==> src/rtl/instr_fetch_unit.sv <==
`default_nettype none
// ============================================================================
//  Module      : instr_fetch_unit
//  Description : Instruction fetch stage. Holds the PC, issues one-at-a-time
//                requests to instruction memory over req/ack, buffers the
//                returned words in a small FIFO and hands {instr, pc} plus the
//                decoded opcode/funct3/funct7 fields to decode over
//                valid/ready. A taken branch flushes buffered instructions and
//                discards any fetch already in flight.
//  Revision    : 1.0 - initial release
// ============================================================================
module instr_fetch_unit #(
    parameter int              XLEN      = 64,
    parameter logic [XLEN-1:0] RESET_PC  = '0,
    parameter int              BUF_DEPTH = 2
) (
    input  logic            clk_in,
    input  logic            reset_in,
    // redirect
    input  logic            branchTaken_in,
    input  logic [XLEN-1:0] branchTarget_in,
    // instruction memory
    output logic            imemReq_out,
    output logic [XLEN-1:0] imemAddr_out,
    input  logic            imemAck_in,
    input  logic [31:0]     imemData_in,
    // decode
    output logic            instrValid_out,
    input  logic            decodeReady_in,
    output logic [31:0]     instr_out,
    output logic [XLEN-1:0] instrPc_out,
    output logic [6:0]      opcode_out,
    output logic [2:0]      funct3_out,
    output logic [6:0]      funct7_out
);

    localparam int              c_ptr_w     = $clog2(BUF_DEPTH);
    localparam int              c_cnt_w     = c_ptr_w + 1;
    localparam logic [c_cnt_w-1:0] c_depth  = c_cnt_w'(BUF_DEPTH);
    localparam logic [XLEN-1:0] c_pc_step   = XLEN'(4);
    localparam logic [XLEN-1:0] c_align_msk = ~XLEN'(3);

    // IDLE : no request outstanding
    // FETCH: request outstanding, result will be kept
    // DROP : request outstanding, result will be discarded (redirected)
    typedef enum logic [1:0] {
        S_IDLE  = 2'd0,
        S_FETCH = 2'd1,
        S_DROP  = 2'd2
    } state_t;

    state_t              r_state;
    state_t              w_state_next;
    logic [XLEN-1:0]     r_pc;
    logic [XLEN-1:0]     w_pc_next;
    logic [XLEN-1:0]     r_addr;
    logic                r_req;

    logic [31:0]         r_buf_instr [BUF_DEPTH];
    logic [XLEN-1:0]     r_buf_pc    [BUF_DEPTH];
    logic [c_ptr_w-1:0]  r_wptr;
    logic [c_ptr_w-1:0]  r_rptr;
    logic [c_cnt_w-1:0]  r_count;

    logic                w_head_valid;
    logic                w_push;
    logic                w_pop;
    logic                w_flush;
    logic [c_cnt_w-1:0]  w_count_post;
    logic [XLEN-1:0]     w_target;

    // Only a fetch that is still wanted (no redirect this cycle) is buffered.
    assign w_head_valid = (r_count != '0);
    assign w_push       = (r_state == S_FETCH) && imemAck_in && !branchTaken_in;
    assign w_pop        = w_head_valid && decodeReady_in;
    assign w_flush      = branchTaken_in;
    assign w_count_post = r_count + c_cnt_w'(w_push) - c_cnt_w'(w_pop);
    assign w_target     = branchTarget_in & c_align_msk;

    // Next-state and next-PC selection.
    always_comb begin
        w_state_next = r_state;
        w_pc_next    = r_pc;
        case (r_state)
            S_IDLE: begin
                if (branchTaken_in) begin
                    w_pc_next    = w_target;
                    w_state_next = S_FETCH;
                end else if (r_count < c_depth) begin
                    w_state_next = S_FETCH;
                end
            end
            S_FETCH: begin
                if (branchTaken_in) begin
                    // Returned data this cycle is simply not pushed; without an
                    // ack the old request must still be retired before refetch.
                    w_pc_next    = w_target;
                    w_state_next = imemAck_in ? S_FETCH : S_DROP;
                end else if (imemAck_in) begin
                    w_pc_next    = r_pc + c_pc_step;
                    w_state_next = (w_count_post < c_depth) ? S_FETCH : S_IDLE;
                end
            end
            S_DROP: begin
                if (branchTaken_in) begin
                    w_pc_next = w_target;
                end
                if (imemAck_in) begin
                    w_state_next = S_FETCH;
                end
            end
            default: begin
                w_state_next = S_IDLE;
            end
        endcase
    end

    // Fetch FSM state, PC and registered memory request outputs.
    always_ff @(posedge clk_in or posedge reset_in) begin
        if (reset_in) begin
            r_state <= S_IDLE;
            r_pc    <= RESET_PC;
            r_addr  <= RESET_PC;
            r_req   <= 1'b0;
        end else begin
            r_state <= w_state_next;
            r_pc    <= w_pc_next;
            r_req   <= (w_state_next != S_IDLE);
            // While dropping, the address of the abandoned request is held
            // stable until memory acknowledges it.
            if (w_state_next == S_DROP) begin
                r_addr <= r_addr;
            end else begin
                r_addr <= w_pc_next;
            end
        end
    end

    // Buffer pointers and occupancy; a redirect empties the buffer.
    always_ff @(posedge clk_in or posedge reset_in) begin
        if (reset_in) begin
            r_wptr  <= '0;
            r_rptr  <= '0;
            r_count <= '0;
        end else if (w_flush) begin
            r_wptr  <= '0;
            r_rptr  <= '0;
            r_count <= '0;
        end else begin
            if (w_push) begin
                r_wptr <= r_wptr + 1'b1;
            end
            if (w_pop) begin
                r_rptr <= r_rptr + 1'b1;
            end
            r_count <= w_count_post;
        end
    end

    // Buffer storage; contents are only observed through the occupancy count.
    always_ff @(posedge clk_in) begin
        if (w_push) begin
            r_buf_instr[r_wptr] <= imemData_in;
            r_buf_pc[r_wptr]    <= r_pc;
        end
    end

    assign imemReq_out    = r_req;
    assign imemAddr_out   = r_addr;
    assign instrValid_out = w_head_valid;
    assign instr_out      = w_head_valid ? r_buf_instr[r_rptr] : 32'h0;
    assign instrPc_out    = w_head_valid ? r_buf_pc[r_rptr]    : '0;
    assign opcode_out     = instr_out[6:0];
    assign funct3_out     = instr_out[14:12];
    assign funct7_out     = instr_out[31:25];

endmodule
`default_nettype wire

==> config.mk <==
export PLATFORM = sky130hd
export DESIGN_NAME = instr_fetch_unit
export DESIGN_NICKNAME = d
export VERILOG_FILES = /design/src/rtl/instr_fetch_unit.sv
export SDC_FILE = /design/constraint.sdc
export NUM_CORES = 1
export LEC_CHECK = 0
export BUFFER_PORTS_ARGS = -buffer_cell sky130_fd_sc_hd__buf_2
export CORE_MARGIN = 1
export CORE_UTILIZATION = 25
export DETAILED_ROUTE_END_ITERATION = 16
export HOLD_SLACK_MARGIN = 0.15
export PLACE_DENSITY = 0.5
export SLEW_MARGIN = 10
export SYNTH_ARGS = -nofsm -noshare
export SYNTH_HDL_FRONTEND = slang
export SYNTH_SLANG_ARGS = --single-unit
==> constraint.sdc <==
create_clock -name clk_in -period 16.9 [get_ports clk_in]
set_input_delay 2.535 -clock clk_in [delete_from_list [all_inputs] [get_ports clk_in]]
set_output_delay 2.535 -clock clk_in [all_outputs]
set_load 0.05 [all_outputs]
Word-level counts from Yosys, hierarchy flattened --
Memories as Yosys holds them, arrays and structs flattened. Cells that the tools add are included. Widths: inputs -> output; s select.
Storage, ports and cells: register bits after elaboration 135, RAM bits 192, output and inout bits 179, memories 2
Operators by class: equality and inequality tests 3, order comparisons 2, add/subtract/negate cells 5, mux-type cells 21, reductions and logical operators 10
Memory list:
- r_buf_pc | depth 2, width 64, rd ports 1, clocked after memory_dff 0, write ports 1, RTL line 60 | logic [XLEN-1:0] r_buf_pc [BUF_DEPTH];
- r_buf_instr | depth 2, width 32, rd ports 1, clocked after memory_dff 0, write ports 1, RTL line 59 | logic [31:0] r_buf_instr [BUF_DEPTH];
Operator list (count):
- $mux 64 | 4
- $pmux 64 s2 | 1
- $add 64x3->64 const B | 1
- $mux 32 | 1
- $mux 2 | 7
- $reduce_bool 2->1 | 4
- $mux 1 | 7
- $pmux 2 s3 | 1
- $eq 2x2->1 const B | 2
- $lt 2x2->1 const B | 2
- $logic_and 1x1->1 | 3
- $add 1x1->1 const B | 2
- $add 2x1->2 | 1
- $eq 2x1->1 const B | 1
- $logic_not 2->1 | 1
- $reduce_or 2->1 | 1
- $sub 2x1->2 | 1
- $logic_not 1->1 | 1

Logic depth before layout (Yosys ltp) --
word-level depth 11, gate-level depth with buffers 14

Worst setup path after synthesis --
No wires, ideal clock.
path kind input -> register, start in branchTaken_in, end mem r_buf_instr[0][0], enable pin, required time 16348 ps, stages 6, arrival 7564 ps, path buffers 3, slack 8785 ps, setup time 552 ps, cells stage by stage buf_1 nor2_1 clkbuf_1 clkbuf_1 nand2_1 nor2_1
On the way: word-level cells in the longest chain between the ends 4
RTL lines:
- start: declaration | RTL line 20 | input logic branchTaken_in,
- $logic_not 1->1 | RTL line 74 | assign w_push = (r_state == S_FETCH) && imemAck_in && !branchTaken_in;
- $logic_and 1x1->1 | RTL line 74
- $mux 1 | RTL line 162 | if (w_push) begin
- $mux 1 (not written as such) | RTL line 163 | r_buf_instr[r_wptr] <= imemData_in;
- end: declaration | RTL line 59
Every way passes these cells.

Final worst setup path --
start reg r_rptr, end out instrPc_out[3]
On the way: word-level cells in the longest chain between the ends 2
RTL lines:
- start: declaration | RTL line 62 | logic [c_ptr_w-1:0] r_rptr;
- start signal: assignment | RTL line 154 | r_rptr <= r_rptr + 1'b1;
- $mem_v2 2x64
- $mux 64 | RTL line 172 | assign instrPc_out = w_head_valid ? r_buf_pc[r_rptr] : '0;
- end: declaration | RTL line 31 | output logic [XLEN-1:0] instrPc_out,
Every way passes these cells.

==> results_dict.tcl <==
set metrics [dict create \
    grtUsageTotal_pct 16.5 \
    setup_viol 0 \
    firstDrtPassIters 6 \
    power-per-cell-area_mw_per_mm2 206 \
    finalWorstSetupSlack_ps 11070 \
    initial_core_util_pct 25.4 \
    syn_avg_cell_area_um2 11.6 \
    cap_violations 0 \
    arrival_ps 3300 \
    cts.repair.resized 0 \
    max_slew_margin_pct 27.5 \
    clock.fmax_ghz 0.171 \
    fin_crit_ps 5830 \
    final_nets 1687 \
    ys.flop_type "edfxtp_1" \
    pre_cts_ws_ps 11520 \
    cts-root-buf "clkbuf_16" \
    crit_path_end_kind "output port" \
    cts.clk_slew.worst_paths_ps 60 \
    grt_overflow 0 \
    leakage_nw 7.43 \
    portBuffers 277 \
    yosysWarnings 0 \
    path_cells "buf_4 > mux2i_1 > nor2_1 > buf_2" \
    final_max_slew_viol_count 0 \
    rsz0062_at_grt "no" \
    grt_pass1_wl_mm 78.5 \
    synth-edff-count 192 \
    syn_inst 1353 \
    netlist_area_mm2 0.0157 \
    ir_drop_uv 68.7 \
    rows 91 \
    htreeDepth 2 \
    wl_per_cell_um 22.1 \
    period_share_pct 34.5 \
    worstMarginPinSlew_ps 1090 \
    io_pins 280 \
    crit_buf_inv 2 \
    route.detailed.drc 0 \
    die_y_um 253 \
    clock_skew_ps 34.2 \
    min_path_type "register to register" \
    gp_congestion 0.865 \
    num_vias 12100 \
    critPathKind "register to output port" \
    antenna_found_initial 20 \
    crit_family "buffers and inverters" \
    fp.dieW_um 253 \
    synth.ff_latch_count 327 \
    critPathMaxFanout 53 \
    drtIter0Drc 889 \
    core_area_mm2 0.0619 \
    grt_max_degree 79 \
    ant_nets 0 \
    dieArea_mm2 0.0639 \
    wl_mm 54.1 \
    grt_pass1_vias 11600 \
    ys_types 75 \
    area_growth_pct 21.8 \
    clock-sinks 327 \
    postCtsSetupBuffers 0 \
    clockBufferDepth 3 \
    cpMaxStageDelayCell "dfrtp_4" \
    synthArstFlopShare_pct 41.3 \
    fin_setup_tns_ps 0 \
    viasPerCell 4.95 \
    cts_tree "built" \
    cp-start-kind "register" \
    hpwl_mm 37.3 \
    cts_buffers 37 \
    postCtsHoldBufs 0 \
    finalHoldViolCount 0 \
    synth_nets 1457 \
    synth-seq-area-share_pct 58.1 \
    critical_path_required_ps 14370 \
    drive_above_1_share_pct 27.9 \
    insertion_delay_ps 570 \
    slowest_delay_ps 980 \
    outcome "complete, no violations" \
]
[where the power goes]
group          internal [W]  leakage, nW  switching, W
clock network      0.000510        0.613      0.000338
registers           0.00108         3.35      0.000243
logic              0.000444         3.47       0.00133
[per-layer routing]
layer / share of wire (%) / GRT usage (%) / vias to the layer above
met1: 43 / 21.2 / 6081
met3: 7.4 / 4.94 / 95
li1: - / - / 5558
met4: 2.2 / 4.50 / 24
met5: 0.28 / 0 / -
met2: 47 / 26.8 / 381
[cell families after synthesis]
kind of cell | synth area share (%)
AOI/OAI and AO/OA | 10.8
xor gates and xnor gates | 0.278
adders and majority gates | 0.239
buffers and inverters | 3.55
DFF | 58.1
muxes | 12.2
and+or+nand+nor | 14.8
[synth_stat cells (14+ instances only)]
library cell,count,area [um2]
and4_1,20,175
inv_1,21,78.8
a21oi_1,45,225
buf_4,18,135
buf_1,18,67.6
clkbuf_1,66,248
nand3_1,35,175
o22ai_1,19,119
mux2_2,64,721
nor3_1,28,140
nand2_1,84,315
mux2i_1,119,1190
nand4_1,22,138
nand2b_1,16,100
dfrtp_1,135,3380
edfxtp_1,192,5770
o21ai_0,41,205
nor4_1,18,113
a211oi_1,14,105
and3_1,23,144
nor2_1,173,649
[layout make-up]
class	count	area, um2
fillers	6415	42800
clock inverters	19	285
well taps	837	1050
repair buffers	298	1550
inverters	22	87.6
multi-input cells	897	6050
diodes	3	7.51
flip-flops and latches	327	9150
clock buffers	49	991
[stage by stage]
step | util [%] | hold slack, ps | instance area [um2] | cells | power (W)
2_1_floorplan | - | 434 | 15700 | 1353 | 0.00259
3_3_place_gp | 28.9 | 442 | 17900 | 2381 | 0.00311
3_5_place_dp | 28.9 | 448 | 17900 | 2381 | 0.00313
4_1_cts | 30.9 | 465 | 19200 | 2449 | 0.00400
5_1_grt | 30.9 | 474 | 19200 | 2450 | 0.00414
6_report | 30.9 | 467 | 19200 | 2452 | 0.00395
[path summary, 6_finish.rpt]
| check | slack, ps | endpoint | from | cells after the start |
|---|---|---|---|---|
| max | 11070 | instrPc_out[3] | r_rptr$_DFFE_PP0P_ | 4 |
| min | 470 | r_buf_pc[1][0]$_DFFE_PP_ | r_pc[0]$_DFF_PP0_ | 0 |
| max reg2reg | 13440 | r_buf_instr[0][11]$_DFFE_PP_ | r_state[1]$_DFF_PP0_ | 5 |
| min reg2reg | 470 | r_buf_pc[1][0]$_DFFE_PP_ | r_pc[0]$_DFF_PP0_ | 0 |
| max in group asynchronous | 13470 | r_rptr$_DFFE_PP0P_ | reset_in | 3 |
| min in group asynchronous | 2110 | imemAddr_out[52]$_DFFE_PP0P_ | reset_in | 2 |
[layout by cell type (no fill, tap or decap), types with 11 or more instances in the layout]
cell type,instances
o32a_1,13
nand2b_1,16
nand4_1,22
and4_1,20
clkbuf_16,37
buf_4,22
nor2_1,171
nand3_1,35
inv_1,20
and3_1,22
a21oi_1,45
buf_2,276
edfxtp_1,192
o221ai_1,12
a31oi_1,11
nor4_1,18
dfrtp_1,133
and2_1,13
mux2i_1,119
nor3_1,28
o22ai_1,19
o21ai_0,41
a211oi_1,14
nand2_1,84
o31ai_1,11
mux2_2,64
[flip-flops by register name, indices dropped and copies added, names as in the netlist]
signal	count
imemAddr_out	64
imemReq_out	1
r_buf_instr	64
r_buf_pc	128
r_count	2
r_pc	64
r_rptr	1
r_state	2
r_wptr	1
No activity file was read; power rests on OpenSTA's default activity.
